File: src/rtl/alu_sequencer.sv
// Sequences one matrix-ALU operation per start: latches operands, drives the ALU,
// waits a fixed settle time or for alu_done, then captures result/overflow/error.
module alu_sequencer #(
    parameter int unsigned SETTLE  = 1,
    parameter int unsigned TIMEOUT = 255
) (
    input  logic         clk,
    input  logic         rst,
    input  logic         start,
    input  logic [2:0]   opcode_in,
    input  logic [7:0]   scalar_in,
    input  logic [199:0] A_in,
    input  logic [199:0] B_in,
    output logic [199:0] alu_A,
    output logic [199:0] alu_B,
    output logic [7:0]   alu_f,
    output logic [2:0]   alu_opcode,
    input  logic [199:0] alu_C,
    input  logic         alu_ovf,
    input  logic         alu_done,
    output logic         busy,
    output logic         done,
    output logic [199:0] result,
    output logic         overflow_flag,
    output logic         error
);

    localparam logic [7:0] SettleLast  = 8'(SETTLE - 1);
    localparam logic [7:0] TimeoutLast = 8'(TIMEOUT - 1);

    typedef enum logic [1:0] {
        StIdle = 2'b00,
        StExec = 2'b01,
        StDone = 2'b10
    } state_e;

    state_e       state_q, state_d;
    logic [7:0]   cnt_q, cnt_d;
    logic [199:0] a_q, a_d;
    logic [199:0] b_q, b_d;
    logic [7:0]   f_q, f_d;
    logic [2:0]   op_q, op_d;
    logic [199:0] result_q, result_d;
    logic         ovf_q, ovf_d;
    logic         err_q, err_d;
    logic         is_multi;

    // Opcodes 011 (mul) and 111 (determinant) complete on alu_done.
    assign is_multi = op_q[1] & op_q[0];

    always_ff @(posedge clk or posedge rst) begin
        if (rst) begin
            state_q  <= StIdle;
            cnt_q    <= 8'd0;
            a_q      <= '0;
            b_q      <= '0;
            f_q      <= 8'd0;
            op_q     <= 3'b000;
            result_q <= '0;
            ovf_q    <= 1'b0;
            err_q    <= 1'b0;
        end else begin
            state_q  <= state_d;
            cnt_q    <= cnt_d;
            a_q      <= a_d;
            b_q      <= b_d;
            f_q      <= f_d;
            op_q     <= op_d;
            result_q <= result_d;
            ovf_q    <= ovf_d;
            err_q    <= err_d;
        end
    end

    always_comb begin
        state_d  = state_q;
        cnt_d    = cnt_q;
        a_d      = a_q;
        b_d      = b_q;
        f_d      = f_q;
        op_d     = op_q;
        result_d = result_q;
        ovf_d    = ovf_q;
        err_d    = err_q;
        case (state_q)
            StIdle: begin
                if (start) begin
                    a_d      = A_in;
                    b_d      = B_in;
                    f_d      = scalar_in;
                    op_d     = opcode_in;
                    result_d = '0;
                    ovf_d    = 1'b0;
                    err_d    = 1'b0;
                    cnt_d    = 8'd0;
                    if (opcode_in == 3'b000) begin
                        err_d   = 1'b1;
                        state_d = StDone;
                    end else begin
                        state_d = StExec;
                    end
                end
            end
            StExec: begin
                cnt_d = cnt_q + 8'd1;
                if (is_multi) begin
                    if (alu_done) begin
                        result_d = alu_C;
                        ovf_d    = alu_ovf;
                        state_d  = StDone;
                    end else if (cnt_q == TimeoutLast) begin
                        result_d = '0;
                        ovf_d    = 1'b0;
                        err_d    = 1'b1;
                        state_d  = StDone;
                    end
                end else if (cnt_q == SettleLast) begin
                    result_d = alu_C;
                    ovf_d    = alu_ovf;
                    state_d  = StDone;
                end
            end
            StDone: begin
                state_d = StIdle;
            end
            default: begin
                state_d = StIdle;
                cnt_d   = 8'd0;
            end
        endcase
    end

    // The ALU only sees a real opcode while executing, so every operation is an opcode change.
    always_comb begin
        alu_A         = a_q;
        alu_B         = b_q;
        alu_f         = f_q;
        alu_opcode    = (state_q == StExec) ? op_q : 3'b000;
        busy          = (state_q == StExec) || (state_q == StDone);
        done          = (state_q == StDone);
        result        = result_q;
        overflow_flag = ovf_q;
        error         = err_q;
    end

endmodule
File: config.mk
export PLATFORM = sky130hd
export DESIGN_NAME = alu_sequencer
export DESIGN_NICKNAME = d
export VERILOG_FILES = /design/src/rtl/alu_sequencer.sv
export SDC_FILE = /design/constraint.sdc
export NUM_CORES = 2
export LEC_CHECK = 0
export CORE_AREA = 2 2 475 477
export CTS_CLUSTER_DIAMETER = 40
export CTS_CLUSTER_SIZE = 28
export DETAILED_ROUTE_END_ITERATION = 8
export DIE_AREA = 0 0 477 479
export HOLD_SLACK_MARGIN = 0.02
export MAX_ROUTING_LAYER = met4
export PLACE_DENSITY = 0.32
export SYNTH_ARGS = -nofsm -noshare
export SYNTH_HDL_FRONTEND = slang
export SYNTH_SLANG_ARGS = --single-unit
export TNS_END_PERCENT = 10
File: constraint.sdc
create_clock -name clk -period 55.5 [get_ports clk]
set_input_delay 11.1 -clock clk [delete_from_list [all_inputs] [get_ports clk]]
set_output_delay 11.1 -clock clk [all_outputs]
set_load 0.01 [all_outputs]
[After elaboration in Yosys (flattened, before gate mapping)]
Cells that the tools add are included.
Storage, ports and cells
  output and inout port bits: 615
  word-level logic and storage cells: 59
  bits in registers: 623
  input port bits: 616
Cells by class
  eq/ne operators: 9
  multiplexer cells: 28
  $add $sub $neg: 1
  bitwise operators: 2
  reduce and logical (&&, ||, !) cells: 10
Operators with widths (number)
  two-way mux 200 bit: 5
  case mux 200 bit (2 select lines): 1
  case mux 8 bit (3 select lines): 1
  two-way mux 2 bit: 6
  two-way mux 1 bit: 10
  adder 8 x 1 -> 8 bit, second input constant: 1
  == test 8 bit, second input constant: 1
  zero test 8 bit: 1
  two-way mux 8 bit: 1
  != test 2 bit, second input constant: 4
  AND reduction 5 bit: 1
  != test 4 bit, second input constant: 1
  case mux 1 bit (2 select lines): 2
  case mux 2 bit (2 select lines): 1
  AND reduction 2 bit: 2
  AND reduction 4 bit: 1
  zero test 3 bit: 1
  two-way mux 3 bit: 1
  != test 3 bit, second input constant: 1
  AND reduction 3 bit: 1
  == test 2 x 1 -> 1 bit, second input constant: 1
  == test 2 bit, second input constant: 1
  zero test 2 bit: 1
  nonzero test 2 bit: 1
  3 further kinds: 3

[Longest topological paths before layout]
  depth after elaboration: 5
  depth in mapped cells: 9

[Worst setup path before layout]
OpenSTA, ideal clock, no wires.
  path kind: in2reg
  start: input port start
  end: register b_q[100], in the netlist alu_B[100]
  stages on the path: 6
  path slack: 43.367 ns
  required time: 55.435 ns
  path buffers: 3
  library setup time: 0.065 ns
  arrival time: 12.068 ns
  cell sequence: and2_1 clkbuf_1 clkbuf_1 clkbuf_1 nand2_1 nand2_1
On the way
  cells in the longest elaborated chain, start to end: 1
RTL lines
  start, declared: RTL line 9  | input logic start,
  AND reduction 2 bit (no line)
  end signal, assigned: RTL line 56  | b_q <= '0;
  end signal, assigned: RTL line 66  | b_q <= b_d;
  end, declared: RTL line 40  | logic [199:0] b_q, b_d;
No other way between the ends.
A chain may end at the register's enable or synchronous reset.

[Final worst setup path]
  start: input port start
  end: register a_q[76], in the netlist alu_A[76]
On the way
  cells in the longest elaborated chain, start to end: 1
RTL lines
  AND reduction 2 bit (no line)
  end signal, assigned: RTL line 55  | a_q <= '0;
  end signal, assigned: RTL line 65  | a_q <= a_d;
  end, declared: RTL line 39  | logic [199:0] a_q, a_d;
No other way between the ends.

==> impl_metrics.env <==
export IMPL_grt_usage=0.126
export IMPL_cts_tree="done"
export IMPL_synth_avg_cell_area_um2=10.2
export IMPL_hold_viol_final=0
export IMPL_grt_setup_unrepaired="no"
export IMPL_areaGrowthSynthToFinish_pct=95.1
export IMPL_cts_repair_resized=0
export IMPL_vias_in_the_first_global_route=23300
export IMPL_route_antenna_remaining_nets=0
export IMPL_synth_simple_gate_area_frac=0.210
export IMPL_clock_sink_count=623
export IMPL_post_syn_nets=2899
export IMPL_final_max_slew_violation_count=0
export IMPL_synth_cell_area_um2=23200
export IMPL_grt_max_degree=202
export IMPL_endpoint_kind="register"
export IMPL_cts_setup_buffers=0
export IMPL_crit_path_start_kind="input port"
export IMPL_most_numerous_cell_on_the_critical_path="buf_4"
export IMPL_total_die_area_um2=228000
export IMPL_timing_critical_path_fanout_max=87
export IMPL_drt_pre_antenna_iters=5
export IMPL_path_buf_inv=4
export IMPL_synthXorXnorAreaFrac=0
export IMPL_run_status="completed"
export IMPL_cp_cell_instances="clkdlybuf4s50_1 > and2_4 > buf_4 > buf_4 > buf_4 > nand2_1 > nand2_1"
export IMPL_post_dp_cell_area_um2=38800
export IMPL_clockBufferDepth=3
export IMPL_setup_worst_path_class="input port to register"
export IMPL_least_margin_pin_slew_ps=1210
export IMPL_report_final_setup_viol=0
export IMPL_powerDensity_nw_per_um2=62.3
export IMPL_worstPathRequired_ps=56200
export IMPL_drt_vias_per_instance=3.21
export IMPL_pin_count=1231
export IMPL_report_power_total_w=0.00282
export IMPL_placement_rows=174
export IMPL_final_design_area_no_fill_um2=45200
export IMPL_netlist_cell_type_count=28
export IMPL_syn_instance_count=2277
export IMPL_worst_skew_late_latency_ps=780
export IMPL_postSynthRegisterBits=623
export IMPL_layout_cells_non_filler=6756
export IMPL_p_leak_nw=20.1
export IMPL_dr_first_iter_drc_count=969
export IMPL_worst_min_delay_path_category="register to register"
export IMPL_fin_setup_tns_ps=0
export IMPL_dieWidth_um=477
export IMPL_yosys_warnings=0
export IMPL_finalWorstPathRequiredPeriod_ps=14620
export IMPL_fp_dieH_um=479
export IMPL_grt_first_pass_wirelength_um=196000
export IMPL_antenna_found_initial=56
export IMPL_clock_root_buffer="clkbuf_16"
export IMPL_routed_wirelength_um=144000
export IMPL_synth_mux_area_frac=0.00130
export IMPL_vias=21700
export IMPL_placement_io_buffers=1230
export IMPL_core_um2=224000
export IMPL_timing_max_slew_rel_slack=0.190
export IMPL_fin_worst_skew_ps=39.8
export IMPL_wl_per_cell_um=21.3
export IMPL_drt_drc_violations_left=0
export IMPL_path_delay_family="buffers and inverters"
export IMPL_numPlacedInstances=6382
export IMPL_achievable_frequency_ghz=0.0684
export IMPL_synth_compound_area_share=0.0824
export IMPL_largest_family_of_logic_cells_by_synthesized_area="simple AND/OR/NAND/NOR gates"
export IMPL_layout_nets=4186
export IMPL_gp_congestion=0.845
export IMPL_drive_gt1_frac=0.0862
export IMPL_period_share=0.263
export IMPL_cts_hold_buffers_added=0
export IMPL_clk_pin_slew_ps=40
export IMPL_h_tree_depth=4
export IMPL_place_detailed_hpwl_um=107000
export IMPL_longest_individual_stage_delay_on_the_worst_path_ps=880
export IMPL_post_synth_fa_ha_maj_area_fraction=0.00324
export IMPL_cp_slowest_cell="buf_4"
export IMPL_globalRouteOverflowTotal=0
export IMPL_number_of_buffers_inserted_during_clock_tree_synthesis=172
export IMPL_initial_util=0.104
export IMPL_maximum_ir_drop_on_the_vdd_rail_uv=35.5
export IMPL_seq_area_frac_synth=0.673
export IMPL_worst_ep_arrival_time_ps=15330
export IMPL_maxCapViolCount=0
-- metrics by stage --
step           hold slack [ps]  setup slack (ps)  utilization
2_1_floorplan              438             26950            -
3_3_place_gp               450             39810        0.173
3_5_place_dp               455             39770        0.173
4_1_cts                    465             40660        0.202
5_1_grt                    479             40460        0.202
6_report                   465             40880        0.202
-- cell usage after synthesis --
master | n | area share
nand3_1 | 4 | 0.00086
buf_2 | 12 | 0.0026
nor2_1 | 4 | 0.00065
o32ai_2 | 1 | 0.00070
nand2_1 | 1246 | 0.20
ha_1 | 6 | 0.0032
and2_1 | 6 | 0.0016
buf_6 | 10 | 0.0049
o211ai_1 | 3 | 0.00097
nor4b_2 | 1 | 0.00065
a22o_1 | 201 | 0.076
or3_1 | 1 | 0.00027
nor2b_1 | 2 | 0.00054
o2bb2ai_1 | 1 | 0.00038
nand2b_1 | 2 | 0.00054
or2_2 | 1 | 0.00027
clkbuf_1 | 92 | 0.015
inv_1 | 8 | 0.0013
nand4_1 | 3 | 0.00081
dfrtp_1 | 623 | 0.67
mux2i_1 | 3 | 0.0013
o31ai_1 | 3 | 0.00097
buf_4 | 22 | 0.0071
and4_1 | 1 | 0.00038
nor3_1 | 4 | 0.00086
o21ai_0 | 11 | 0.0024
a21oi_1 | 5 | 0.0011
nand3b_1 | 1 | 0.00032
-- sequential cells by signal (all words and copies together), names as in the netlist --
signal / flops
alu_A: 200
alu_B: 200
result: 200
alu_f: 8
cnt_q: 8
op_q: 3
state_q: 2
error: 1
overflow_flag: 1
-- cells in the final DEF, fill, tap and decap left out, types with 7 or more instances in the layout --
| master | instances |
|---|---|
| a22o_1 | 201 |
| clkbuf_8 | 27 |
| buf_4 | 15 |
| clkbuf_16 | 172 |
| clkinvlp_4 | 26 |
| bufinv_16 | 29 |
| dfrtp_1 | 623 |
| clkdlybuf4s50_1 | 1230 |
| o21ai_0 | 11 |
| clkinv_16 | 7 |
| inv_1 | 7 |
| diode_2 | 53 |
| clkbuf_1 | 26 |
| nand2_1 | 1245 |
| clkinv_2 | 19 |
-- layout make-up --
class,instances,area [um2]
clock buffers,225,4770
repair buffers,1249,12500
clock inverters,96,1550
inverters,8,37.5
diodes,53,133
well taps,2992,3740
flip-flops and latches,623,15600
multi-input cells,1510,6890
fillers,24500,178000
-- routing by layer --
layer	GRT usage	wire length, um	vias to the layer above
met4	0.0414	3860	0
met5	-	0	-
met1	0.131	54500	10400
met3	0.0792	18700	228
li1	-	-	10000
met2	0.195	66500	1061
-- worst paths after layout --
check / cells after the start / from / end / slack [ps]
setup / recovery: 7 / start / alu_A[76] / 40880
hold / removal: 2 / op_q[2] / op_q[2] / 460
setup reg to reg: 8 / state_q[0] / alu_A[76] / 50880
hold reg to reg: 2 / op_q[2] / op_q[2] / 460
max in group asynchronous: 5 / rst / result[6] / 41650
min in group asynchronous: 2 / rst / alu_B[1] / 10830
-- worst register-to-register path, stage by stage (launching register included) --
cell     delay [ps]
dfrtp_1         390
inv_1            90
ha_1            430
and2_4          650
buf_4           860
buf_4           910
buf_4           930
nand2_1         220
nand2_1         100
-- power breakdown --
part           internal, W  switching, W  total [W]
registers         0.000643      0.000110   0.000753
clock network     0.000742      0.000341    0.00108
logic             0.000463      0.000519   0.000981
-- logic make-up after synthesis --
family	Yosys count
AO/OA/AOI/OAI	225
adder cells (fa/ha/maj)	6
multiplexers	3
flip-flops	623
buffers and inverters	144
AND/OR/NAND/NOR	1276
Power figures use the tool's default switching activity.
